## config.mk

```make
export PLATFORM = sky130hd
export DESIGN_NAME = operand_forward_ctrl
export DESIGN_NICKNAME = d
export VERILOG_FILES = /design/src/rtl/riscv_pkg.sv /design/src/rtl/fwd_match.sv /design/src/rtl/operand_forward_ctrl.sv
export SDC_FILE = /design/constraint.sdc
export NUM_CORES = 1
export LEC_CHECK = 0
export CAP_MARGIN = 10
export CELL_PAD_IN_SITES_DETAIL_PLACEMENT = 2
export CELL_PAD_IN_SITES_GLOBAL_PLACEMENT = 2
export CORE_AREA = 2 2 58 101
export CTS_CLUSTER_SIZE = 28
export DETAILED_ROUTE_END_ITERATION = 10
export DIE_AREA = 0 0 60 103
export PLACE_DENSITY_LB_ADDON = 0.05
export SLEW_MARGIN = 0
export SYNTH_ARGS = -nofsm -noshare
export SYNTH_HDL_FRONTEND = slang
export SYNTH_HIERARCHICAL = 1
export SYNTH_SLANG_ARGS = --single-unit
```

## constraint.sdc

```tcl
create_clock -name clk -period 1.9 [get_ports clk]
set_input_delay 0.285 -clock clk [delete_from_list [all_inputs] [get_ports clk]]
set_output_delay 0.285 -clock clk [all_outputs]
set_load 0.05 [all_outputs]
```

## src/rtl/riscv_pkg.sv

```systemverilog
// Shared types for the operand forwarding controller.
package riscv_pkg;

  localparam int unsigned REG_AW  = 5;
  localparam int unsigned NUM_STG = 4;

  // ALU operand mux select; youngest producer has the smallest code after RF
  typedef enum logic [1:0] {
    FWD_RF    = 2'b00,
    FWD_EXMEM = 2'b01,
    FWD_MEMWB = 2'b10,
    FWD_RET   = 2'b11
  } fwd_sel_t;

  // One shadow pipeline entry tracking an in-flight destination register
  typedef struct packed {
    logic              valid;
    logic [REG_AW-1:0] rd;
    logic              reg_write;
    logic              mem_read;
  } shadow_stg_t;

  typedef enum logic [1:0] {
    FC_RUN      = 2'b00,
    FC_LU_STALL = 2'b01,
    FC_MEM_WAIT = 2'b10
  } fc_state_t;

  // A stage supplies rs when it writes that register and rs is not x0
  function automatic logic rd_hit(input logic wr, input logic [REG_AW-1:0] rd,
                                  input logic [REG_AW-1:0] rs);
    return wr && (rd == rs) && (rs != '0);
  endfunction

endpackage

```

## src/rtl/fwd_match.sv

```systemverilog
// Priority compare of one source register against the three producer stages.
// wr[0]/rd_ex is the youngest (becomes EX/MEM), wr[2]/rd_wb the oldest (becomes RET).
module fwd_match
  import riscv_pkg::*;
(
  input  logic [REG_AW-1:0]  rs,
  input  logic [NUM_STG-2:0] wr,
  input  logic [REG_AW-1:0]  rd_ex,
  input  logic [REG_AW-1:0]  rd_mem,
  input  logic [REG_AW-1:0]  rd_wb,
  output fwd_sel_t           sel
);

  // Later assignments override earlier ones, so the youngest match wins
  always_comb begin
    sel = FWD_RF;
    if (rd_hit(wr[2], rd_wb, rs))  sel = FWD_RET;
    if (rd_hit(wr[1], rd_mem, rs)) sel = FWD_MEMWB;
    if (rd_hit(wr[0], rd_ex, rs))  sel = FWD_EXMEM;
  end

endmodule

```

## src/rtl/operand_forward_ctrl.sv

```systemverilog
// Forwarding selector generation, load-use stall and memory-wait hold for the EX operand muxes.
// The RET stage needs no storage: its selector is decided while the producer still sits in WB.
module operand_forward_ctrl
  import riscv_pkg::*;
(
  input  logic              clk,
  input  logic              rst,
  input  logic              id_valid,
  input  logic [REG_AW-1:0] id_rs1,
  input  logic [REG_AW-1:0] id_rs2,
  input  logic [REG_AW-1:0] id_rd,
  input  logic              id_reg_write,
  input  logic              id_mem_read,
  input  logic              flush,
  input  logic              dmem_ready,
  output fwd_sel_t          ex_fwd_sel_a,
  output fwd_sel_t          ex_fwd_sel_b,
  output logic              stall_if_id,
  output logic              bubble_ex,
  output logic              pipe_hold
);

  fc_state_t          state, state_nxt;
  shadow_stg_t        ex_stg, mem_stg, ex_in;
  logic               wb_wr;
  logic [REG_AW-1:0]  wb_rd;
  logic [NUM_STG-2:0] stg_wr;
  fwd_sel_t           sel_a_c, sel_b_c, sel_a_in, sel_b_in;
  logic               shift, load_use, mem_wait;

  assign load_use = ex_stg.valid && ex_stg.mem_read && (ex_stg.rd != '0) && id_valid &&
                    ((ex_stg.rd == id_rs1) || (ex_stg.rd == id_rs2));
  assign mem_wait = mem_stg.valid && mem_stg.mem_read && !dmem_ready;
  assign stg_wr   = {wb_wr, mem_stg.valid & mem_stg.reg_write, ex_stg.valid & ex_stg.reg_write};

  fwd_match u_match_a (
    .rs     (id_rs1),
    .wr     (stg_wr),
    .rd_ex  (ex_stg.rd),
    .rd_mem (mem_stg.rd),
    .rd_wb  (wb_rd),
    .sel    (sel_a_c)
  );

  fwd_match u_match_b (
    .rs     (id_rs2),
    .wr     (stg_wr),
    .rd_ex  (ex_stg.rd),
    .rd_mem (mem_stg.rd),
    .rd_wb  (wb_rd),
    .sel    (sel_b_c)
  );

  // FSM state register
  always_ff @(posedge clk or posedge rst) begin
    if (rst) state <= FC_RUN;
    else     state <= state_nxt;
  end

  // Next state, state-decoded controls and the value loaded into the EX shadow.
  // A load-use hazard shifts a bubble into EX at the detect edge, so during the
  // stall cycle the held ID instruction sees the load in MEM and forwards 10.
  always_comb begin
    state_nxt   = state;
    stall_if_id = 1'b0;
    bubble_ex   = 1'b0;
    pipe_hold   = 1'b0;
    shift       = 1'b0;
    ex_in       = '0;
    sel_a_in    = FWD_RF;
    sel_b_in    = FWD_RF;
    case (state)
      FC_RUN: begin
        if (mem_wait) begin
          state_nxt = FC_MEM_WAIT;
        end else begin
          shift = 1'b1;
          if (!flush && load_use) state_nxt = FC_LU_STALL;
        end
      end
      FC_LU_STALL: begin
        stall_if_id = 1'b1;
        bubble_ex   = 1'b1;
        if (mem_wait) begin
          state_nxt = FC_MEM_WAIT;
        end else begin
          shift     = 1'b1;
          state_nxt = FC_RUN;
        end
      end
      FC_MEM_WAIT: begin
        pipe_hold = 1'b1;
        if (dmem_ready) state_nxt = FC_RUN;
      end
      default: state_nxt = FC_RUN;
    endcase
    if (shift && id_valid && !flush && !((state == FC_RUN) && load_use)) begin
      ex_in    = '{valid: 1'b1, rd: id_rd, reg_write: id_reg_write, mem_read: id_mem_read};
      sel_a_in = sel_a_c;
      sel_b_in = sel_b_c;
    end
  end

  // Shadow pipeline and registered selectors; everything holds when not shifting
  always_ff @(posedge clk or posedge rst) begin
    if (rst) begin
      ex_stg       <= '0;
      mem_stg      <= '0;
      wb_wr        <= 1'b0;
      wb_rd        <= '0;
      ex_fwd_sel_a <= FWD_RF;
      ex_fwd_sel_b <= FWD_RF;
    end else if (shift) begin
      ex_stg       <= ex_in;
      mem_stg      <= ex_stg;
      wb_wr        <= mem_stg.valid & mem_stg.reg_write;
      wb_rd        <= mem_stg.rd;
      ex_fwd_sel_a <= sel_a_in;
      ex_fwd_sel_b <= sel_b_in;
    end
  end

endmodule

```

==> reports/qor.json, run 1 <==
{
  "grt": {
    "maximum_number_of_pins_on_one_net_before_global_route_repair": 29,
    "initial_antenna_violation_count": 0,
    "via_count_of_the_first_global_routing_pass": 1720,
    "grt.total_usage": 0.198,
    "wire_length_of_the_first_global_routing_pass_um": 9020,
    "globalRoute.totalOverflow": 0
  },
  "synthesis": {
    "netlist-cell-type-count": 32,
    "syn_avg_cell_area_um2": 10.4,
    "yosysTopAreaCellShare": 0.396,
    "synth.yosys.seq_area_share": 0.396,
    "netlist.top_cell.by_area": "sky130_fd_sc_hd__dfrtp_1",
    "yosys-top-cells-area": "sky130_fd_sc_hd__dfrtp_1 40%, sky130_fd_sc_hd__xnor2_1 16%, sky130_fd_sc_hd__a32oi_1 5.4%",
    "ys_seq_elements": 28,
    "synth-edff-count": 0,
    "post_synthesis_net_count": 192,
    "post_synth_most_frequent_cells": "32 x sky130_fd_sc_hd__xnor2_1, 28 x sky130_fd_sc_hd__dfrtp_1, 16 x sky130_fd_sc_hd__nand2_1",
    "synth_top_flop_cell": "sky130_fd_sc_hd__dfrtp_1",
    "count_leader_synth": "sky130_fd_sc_hd__xnor2_1",
    "postSynthCellCount": 170,
    "synth-async-reset-ratio": 1.00,
    "ys_warns": 6,
    "syn_area_um2": 1770
  },
  "cells_and_area": {
    "drive_gt1_frac": 0.251,
    "seq_area_um2": 702,
    "area_of_the_multi_input_gates_um2": 1090,
    "area_delta_synth_final_pct": 38.1,
    "n_fill_cell": 583,
    "nNetsFinal": 242,
    "final_area_um2": 2440,
    "total_inserted_antenna_cells": 0
  },
  "timing": {
    "fmax_ghz": 0.520,
    "worst_slack_ns": -0.0240,
    "report.final.slew_viol_count": 0,
    "max_transition_margin": 0.645,
    "finalCriticalPeriod_ns": 1.92,
    "setup_total_negative_slack_ns": -0.0457,
    "worst-slew-pin-transition_ns": 0.530,
    "setup_repair_after_global_routing_missed_its_margin": "true",
    "hold_viol": 0,
    "clock_skew_ns": 0.00720,
    "period_share": 1.01,
    "setup_violations": 2
  },
  "clock_network": {
    "cts_buffer_depth": 2,
    "ctsRootBufferMaster": "sky130_fd_sc_hd__clkbuf_8",
    "clk_pin_slew_worst_paths_ns": 0.10,
    "cts.hold.buffers_added": 0,
    "worst_skew_pair.late_latency_ns": 0.28,
    "cts_tree": "yes",
    "cts.sink_count": 28,
    "cts_buffer_count": 3,
    "htree_levels": 1
  },
  "worst_setup_path": {
    "crit_path_cell_trace": "clkdlybuf4s50_1 -> buf_4 -> xor2_1 -> or4_4 -> a21o_1 -> a32oi_1 -> o21ai_1",
    "worst-r2r-setup-slack_ns": 0.07,
    "critPathRequiredTime_ns": 2.06,
    "r2r_start": "mem_stg[6]",
    "cp_slowest_cell": "sky130_fd_sc_hd__or4_4",
    "timing.critical_path.from_type": "input port",
    "crit_type": "in2reg",
    "crit_path_max_fanout": 3,
    "worst_setup_path_end_kind": "register",
    "critical_path.max_stage_delay_ns": 0.52,
    "timing.critical_path.from": "id_rs1[2]",
    "worst-endpoint-arrival_ns": 2.08
  },
  "drt": {
    "total_wirelength_of_the_detailed_routed_design_um": 5750,
    "detailroute.via_count": 1519,
    "remaining_drc_errors": 0,
    "violation_count_after_the_first_detailed_routing_iteration": 23,
    "route.detailed.vias_per_inst": 5.15,
    "route.detailed.wl_per_inst_um": 19.5,
    "drt-pass1-iter-count": 4,
    "ant_nets": 0
  },
  "hold_path": {
    "classification_of_the_worst_slack_hold_path": "in2async"
  },
  "placed_design": {
    "gp_congestion": 0.905,
    "port_buffers": 28,
    "post-dp-hpwl_um": 4320,
    "placedInstanceArea_um2": 2310
  },
  "status": {
    "violations": "negative setup slack",
    "outcome": "finished with violations"
  },
  "pwr": {
    "ir_worst_vdd_v": 0.000431,
    "power_per_cell_area_nw_per_um2": 671,
    "cellLeakagePower_uw": 0.00103
  },
  "floorplanning": {
    "die_h_um": 103,
    "fp.coreArea_um2": 5450,
    "fp.dieArea_um2": 6180,
    "io_pins": 29,
    "initial_core_util": 0.324,
    "die_width_um": 60,
    "rows": 36
  },
  "flow_run": {
    "maxCapViolCount": 0
  }
}
[kinds of logic (layout without fill, tap and decap cells)]
kind of cell              count (synthesis)  count (layout)  synth area share
xor gates and xnor gates                 40              40             0.198
buffers and inverters                     9              58            0.0318
AOI/OAI and AO/OA                        31              31             0.124
and+or+nand+nor                          48              48             0.161
DFF                                      28              28             0.396
muxes                                    14              14            0.0892
[final timing paths]
check / endpoint / cells past startpoint
setup / recovery: ex_fwd_sel_a[0] / 7
hold / removal: state[1] / 3
setup reg to reg: ex_fwd_sel_a[0] / 6
hold reg to reg: mem_stg[1] / 1
max in group asynchronous: mem_stg[6] / 3
min in group clk: mem_stg[1] / 1
[state kept, by name, indices dropped and copies added (netlist names)]
register and count:
ex_fwd_sel_a 2, ex_fwd_sel_b 2, mem_stg 8, ex_stg 8, state 2, wb_wr 1
wb_rd 5
[layout make-up]
class / instances / area share
sequential: 28 / 0.287
inverter: 1 / 0.00154
multi-input combinational: 133 / 0.446
tap: 76 / 0.0389
timing repair buffer: 53 / 0.204
clock buffer: 4 / 0.0225
[worst max-delay path, delay by kind of cell]
kind | cells | cell delay, ns
simple gates | 1 | 0.52
compound gates | 3 | 0.46
buf+inv | 2 | 0.65
xor+xnor | 1 | 0.17
[per-layer routing]
metal  global-route usage  wire length (um)  share of wire
met1                0.236              2300           0.40
met2                0.362              3240           0.56
met3               0.0201               118          0.021
met4               0.0598               102          0.018
met5                    0                 0              0
[stage by stage]
stage | utilization | hold slack [ns] | power (uW) | std cells | worst slack (ns)
after floorplan | - | 0.350 | 1030 | 170 | 0.119
after global placement | 0.424 | 0.468 | 1230 | 291 | -0.308
after detailed placement | 0.424 | 0.477 | 1260 | 291 | -0.342
after CTS | 0.435 | 0.397 | 1640 | 295 | -0.00289
after global routing | 0.448 | 0.410 | 1740 | 295 | -0.0467
final | 0.448 | 0.374 | 1640 | 295 | -0.0240
[where the power goes]
part	internal, uW	switching [uW]
clock	186	193
combinational	265	235
sequential	664	97.2
total	1110	525
[placed cells by master, fill, tap and decap left out, types with 3 or more instances in the layout]
cell type,count
sky130_fd_sc_hd__mux2_2,6
sky130_fd_sc_hd__dlygate4sd2_1,6
sky130_fd_sc_hd__buf_4,25
sky130_fd_sc_hd__nand2_1,16
sky130_fd_sc_hd__mux2_1,8
sky130_fd_sc_hd__nand4_1,6
sky130_fd_sc_hd__xor2_1,8
sky130_fd_sc_hd__clkdlybuf4s50_1,16
sky130_fd_sc_hd__a32oi_1,11
sky130_fd_sc_hd__a21oi_1,3
sky130_fd_sc_hd__dlymetal6s2s_1,3
sky130_fd_sc_hd__clkbuf_8,4
sky130_fd_sc_hd__or4_4,4
sky130_fd_sc_hd__dfrtp_1,27
sky130_fd_sc_hd__xnor2_1,30
sky130_fd_sc_hd__o21ai_1,11
sky130_fd_sc_hd__buf_12,3
[what timing repair did]
action,4_1_cts,5_1_grt
gates resized for setup,10,15
endpoints found under the setup margin,4,4
buffers inserted,0,0
pin swaps,0,2
No activity file was read; power rests on OpenSTA's default activity.
==> run 2, diff against run 1 <==
Settings changed: SKIP_CTS_REPAIR_TIMING set to 1.
==> run 2 against run 1 <==
  * The run now ends clean
  * Clock skew is 0.0057 ns lower
  * Die area stayed put
  * Sequential power hardly changed
  * Non-clock buffer count stayed put
  * Total power hardly changed
  * Routed wire length is 1.4% lower
  * Flip-flop and latch count stayed put
  * Clock power hardly changed
  * Critical path depth is 1 lower
==> reports/qor.json, run 2 (synthesized netlist as in run 1, its figures left out) <==
{
  "status": {
    "outcome": "finished clean"
  },
  "drt": {
    "violation_count_after_the_first_detailed_routing_iteration": 20,
    "total_wirelength_of_the_detailed_routed_design_um": 5670,
    "ant_nets": 0,
    "route.detailed.wl_per_inst_um": 19.2,
    "remaining_drc_errors": 0,
    "detailroute.via_count": 1511,
    "drt-pass1-iter-count": 4,
    "route.detailed.vias_per_inst": 5.12
  },
  "timing": {
    "worst_hold_slack_ns": 0.374,
    "period_share": 0.977,
    "setup_repair_after_global_routing_missed_its_margin": "true",
    "hold_viol": 0,
    "setup_total_negative_slack_ns": 0,
    "worst-slew-pin-transition_ns": 0.530,
    "worst_slack_ns": 0.0439,
    "max_transition_margin": 0.645,
    "clock_skew_ns": 0.00151,
    "fmax_ghz": 0.539,
    "finalCriticalPeriod_ns": 1.86,
    "report.final.slew_viol_count": 0,
    "setup_violations": 0
  },
  "pwr": {
    "cellLeakagePower_uw": 0.00108,
    "power_per_cell_area_nw_per_um2": 667,
    "ir_worst_vdd_v": 0.000446
  },
  "clock_network": {
    "cts.sink_count": 28,
    "cts_buffer_depth": 2,
    "htree_levels": 1,
    "worst_skew_pair.late_latency_ns": 0.28,
    "clk_pin_slew_worst_paths_ns": 0.10,
    "cts_buffer_count": 3,
    "cts_tree": "yes",
    "ctsRootBufferMaster": "sky130_fd_sc_hd__clkbuf_8"
  },
  "floorplanning": {
    "die_width_um": 60,
    "fp.dieArea_um2": 6180,
    "fp.coreArea_um2": 5450,
    "io_pins": 29,
    "die_h_um": 103,
    "initial_core_util": 0.324,
    "rows": 36
  },
  "cells_and_area": {
    "total_inserted_antenna_cells": 0,
    "final_area_um2": 2460,
    "layout_common_cells": "31 x sky130_fd_sc_hd__xnor2_1, 26 x sky130_fd_sc_hd__dfrtp_1, 24 x sky130_fd_sc_hd__buf_4",
    "area_delta_synth_final_pct": 39.1,
    "drive_gt1_frac": 0.247,
    "reg_top3": "ex_stg: 8 flops, mem_stg: 8 flops, wb_rd: 5 flops",
    "finalCoreUtilization": 0.451,
    "mostFrequentLayoutCell": "sky130_fd_sc_hd__xnor2_1",
    "nNetsFinal": 242
  },
  "hold_path": {
    "classification_of_the_worst_slack_hold_path": "in2async"
  },
  "worst_setup_path": {
    "worst-endpoint-arrival_ns": 2.02,
    "crit_type": "reg2reg",
    "crit_path_max_fanout": 4,
    "worst-r2r-setup-slack_ns": 0.04,
    "timing.critical_path.from_type": "register",
    "worst_setup_path_end_kind": "register",
    "critPathRequiredTime_ns": 2.07
  },
  "grt": {
    "maximum_number_of_pins_on_one_net_before_global_route_repair": 29,
    "globalRoute.totalOverflow": 0,
    "wire_length_of_the_first_global_routing_pass_um": 8880,
    "via_count_of_the_first_global_routing_pass": 1715,
    "initial_antenna_violation_count": 0,
    "grt.total_usage": 0.194
  },
  "flow_run": {
    "maxCapViolCount": 0
  },
  "placed_design": {
    "post-dp-hpwl_um": 4320,
    "gp_congestion": 0.905,
    "port_buffers": 28,
    "pre_cts_slack_ns": -0.342,
    "placedInstanceArea_um2": 2310
  }
}
-- run 2: report_power, final --
| group | leakage (uW) | switching [uW] | internal (uW) |
|---|---|---|---|
| clock network | 0.0000288 | 194 | 186 |
| logic | 0.000681 | 231 | 266 |
| registers | 0.000368 | 97.5 | 665 |
-- run 2: path summary, 6_finish.rpt --
kind / depth (start not counted) / to / startpoint
setup reg to reg: 6 / ex_fwd_sel_b[0] / mem_stg[6]
hold / removal: 3 / state[1] / rst
setup / recovery: 6 / ex_fwd_sel_b[0] / mem_stg[6]
max in group asynchronous: 3 / mem_stg[3] / rst
hold reg to reg: 1 / mem_stg[1] / mem_stg[1]
min in group clk: 1 / mem_stg[1] / mem_stg[1]
-- run 2: metrics by stage --
| step | std cells | total power (uW) |
|---|---|---|
| after floorplan | 170 | 1030 |
| after global placement | 291 | 1230 |
| after detailed placement | 291 | 1260 |
| after CTS | 295 | 1640 |
| after global routing | 295 | 1730 |
| final | 295 | 1640 |
-- run 2: cell type report --
cell class / count / area, um^2
flip-flops and latches: 28 / 703
fillers: 573 / 2990
repair buffers: 53 / 527
multi-input cells: 133 / 1070
inverters: 1 / 3.75
well taps: 76 / 95.1
clock buffers: 4 / 55.1
-- run 2: worst max-delay path: stages, from the launching register on --
cell                      delay [ns]
sky130_fd_sc_hd__dfrtp_2        0.47
sky130_fd_sc_hd__xnor2_1        0.19
sky130_fd_sc_hd__nand4_1        0.16
sky130_fd_sc_hd__or4_4          0.45
sky130_fd_sc_hd__a21o_1         0.20
sky130_fd_sc_hd__a32oi_1        0.19
sky130_fd_sc_hd__o21ai_1        0.09
-- run 2: metal layers --
| layer | routed length [um] | GRT usage | up-vias |
|---|---|---|---|
| li1 | - | - | 709 |
| met1 | 2250 | 0.231 | 769 |
| met2 | 3230 | 0.365 | 27 |
| met3 | 127 | 0.0188 | 6 |
| met4 | 66 | 0.0410 | 0 |
| met5 | 0 | 0 | - |
==> run 3, diff against run 2 <==
Settings changed: GPL_ROUTABILITY_DRIVEN set to 0, PLACE_DENSITY set to 0.83, PLACE_DENSITY_LB_ADDON 0.05 to not set.
==> run 3 against run 2 <==
  * The run now ends with negative setup slack left
  * Hold slack got worse by 0.019 ns
  * Clock power grew 26%
  * Global-route usage rose by 0.86 points
  * Via count grew 2.4%
  * Combinational power grew 2%
  * Total power grew 6.8%
  * Fmax down 4.7%
==> reports/qor.json, run 3 (synthesized netlist as in run 1, its figures left out) <==
{
  "drt": {
    "route.detailed.vias_per_inst": 5.23,
    "drt-pass1-iter-count": 4,
    "route.detailed.wl_per_inst_um": 19.6,
    "ant_nets": 0,
    "total_wirelength_of_the_detailed_routed_design_um": 5800,
    "detailroute.via_count": 1547,
    "violation_count_after_the_first_detailed_routing_iteration": 47,
    "remaining_drc_errors": 0
  },
  "placed_design": {
    "pre_cts_slack_ns": -0.477,
    "port_buffers": 28,
    "placed_cells_incl_taps": 290,
    "placedInstanceArea_um2": 2300,
    "post-dp-hpwl_um": 4460
  },
  "timing": {
    "worst_slack_ns": -0.0485,
    "setup_violations": 2,
    "period_share": 1.03,
    "finalCriticalPeriod_ns": 1.95,
    "setup_total_negative_slack_ns": -0.0828,
    "max_transition_margin": 0.659,
    "clock_skew_ns": 0.00475,
    "hold_viol": 0,
    "worst_hold_slack_ns": 0.355,
    "setup_repair_after_global_routing_missed_its_margin": "true",
    "report.final.slew_viol_count": 0,
    "worst-slew-pin-transition_ns": 0.510,
    "fmax_ghz": 0.513
  },
  "worst_setup_path": {
    "r2r-end": "ex_fwd_sel_a[0]",
    "crit_type": "in2reg",
    "r2r_start": "mem_stg[6]",
    "worst-r2r-setup-slack_ns": -0.01,
    "critPathRequiredTime_ns": 2.06,
    "worst-endpoint-arrival_ns": 2.11,
    "timing.critical_path.from": "id_rs1[2]",
    "worst_setup_path_end_kind": "register",
    "timing.reg2reg.worst_path_depth": 6,
    "timing.critical_path.from_type": "input port",
    "crit_path_max_fanout": 4
  },
  "cells_and_area": {
    "nNetsFinal": 243,
    "layout_common_cells": "29 x sky130_fd_sc_hd__xnor2_1, 26 x sky130_fd_sc_hd__dfrtp_1, 24 x sky130_fd_sc_hd__buf_4",
    "area_delta_synth_final_pct": 40.8,
    "reg_top3": "ex_stg: 8 flops, mem_stg: 8 flops, wb_rd: 5 flops",
    "mostFrequentLayoutCell": "sky130_fd_sc_hd__xnor2_1",
    "drive_gt1_frac": 0.264,
    "total_inserted_antenna_cells": 0,
    "instances_no_fill": 296,
    "final_area_um2": 2490
  },
  "pwr": {
    "switching_share": 0.303,
    "clockPowerShare": 0.274,
    "power_report.internal_total_uw": 1220,
    "net-switching-power_uw": 530,
    "cellLeakagePower_uw": 0.00108,
    "ir_worst_vdd_v": 0.000454,
    "power_per_cell_area_nw_per_um2": 703,
    "seqPwrFrac": 0.437,
    "comb_power_frac": 0.289
  },
  "hold_path": {
    "classification_of_the_worst_slack_hold_path": "in2async"
  },
  "floorplanning": {
    "initial_core_util": 0.324,
    "fp.dieArea_um2": 6180,
    "io_pins": 29,
    "fp.coreArea_um2": 5450,
    "die_width_um": 60,
    "die_h_um": 103,
    "rows": 36
  },
  "grt": {
    "grt.total_usage": 0.203,
    "maximum_number_of_pins_on_one_net_before_global_route_repair": 29,
    "initial_antenna_violation_count": 0,
    "via_count_of_the_first_global_routing_pass": 1765,
    "wire_length_of_the_first_global_routing_pass_um": 9140,
    "globalRoute.totalOverflow": 0
  },
  "flow_run": {
    "maxCapViolCount": 0
  },
  "clock_network": {
    "cts_buffer_count": 3,
    "worst_skew_pair.late_latency_ns": 0.29,
    "cts_buffer_depth": 2,
    "ctsRootBufferMaster": "sky130_fd_sc_hd__clkbuf_8",
    "cts.sink_count": 28,
    "htree_levels": 1,
    "cts_tree": "yes",
    "clk_pin_slew_worst_paths_ns": 0.10
  },
  "status": {
    "outcome": "finished with violations",
    "violations": "negative setup slack"
  }
}
-- run 3: cell types whose count changed in the layout (fill, tap and decap cells not counted), sizes merged --
cell	before	now
clkdlybuf4s50	15	17
dlymetal6s2s	10	8
buf	28	29
clkbuf	4	3
bufinv	0	1
-- run 3: through the flow --
stage / power (uW) / util
6_report: 1750 / 0.457
3_5_place_dp: 1260 / 0.422
3_3_place_gp: 1230 / 0.422
5_1_grt: 1850 / 0.457
4_1_cts: 1760 / 0.435
2_1_floorplan: 1030 / -
-- run 3: worst max-delay path, cell delays in order --
cell                              delay (ns)
sky130_fd_sc_hd__clkdlybuf4s50_1        0.44
sky130_fd_sc_hd__buf_4                  0.18
sky130_fd_sc_hd__xor2_1                 0.17
sky130_fd_sc_hd__or4_4                  0.50
sky130_fd_sc_hd__a21o_1                 0.20
sky130_fd_sc_hd__a32oi_1                0.21
sky130_fd_sc_hd__o21ai_1                0.11
-- run 3: area by class of cell --
class / instances / area [um^2]
tap: 76 / 95.1
multi-input combinational: 133 / 1080
clock inverter: 1 / 30.0
sequential: 28 / 703
fill: 571 / 2960
clock buffer: 3 / 41.3
inverter: 1 / 3.75
timing repair buffer: 54 / 533
-- run 3: per-layer routing --
metal  track usage  vias up  part of all wire
li1              -      713                 -
met1         0.219      788              0.37
met2         0.380       33              0.57
met3        0.0113       13             0.018
met4         0.106        0             0.034
met5             0        -                 0
-- run 3: how the worst max path moves through the flow --
stage	depth (start not counted)	slack, ns	endpoint
after detailed placement	7	-0.48	ex_fwd_sel_b[0]
final	7	-0.05	ex_fwd_sel_a[0]
after global routing	6	-0.10	ex_fwd_sel_a[0]
after floorplan	2	0.12	stall_if_id
after global placement	7	-0.36	ex_fwd_sel_b[0]
after CTS	7	-0.16	ex_fwd_sel_b[0]
-- run 3: power by group through the flow --
| stage | Clock, uW | Sequential, uW | Combinational, uW |
|---|---|---|---|
| 6_report | 480 | 765 | 506 |
| 5_1_grt | 518 | 778 | 550 |
| 4_1_cts | 501 | 763 | 493 |
| 3_5_place_dp | 0 | 774 | 485 |
| 3_3_place_gp | 0 | 768 | 462 |
| 2_1_floorplan | 0 | 748 | 280 |
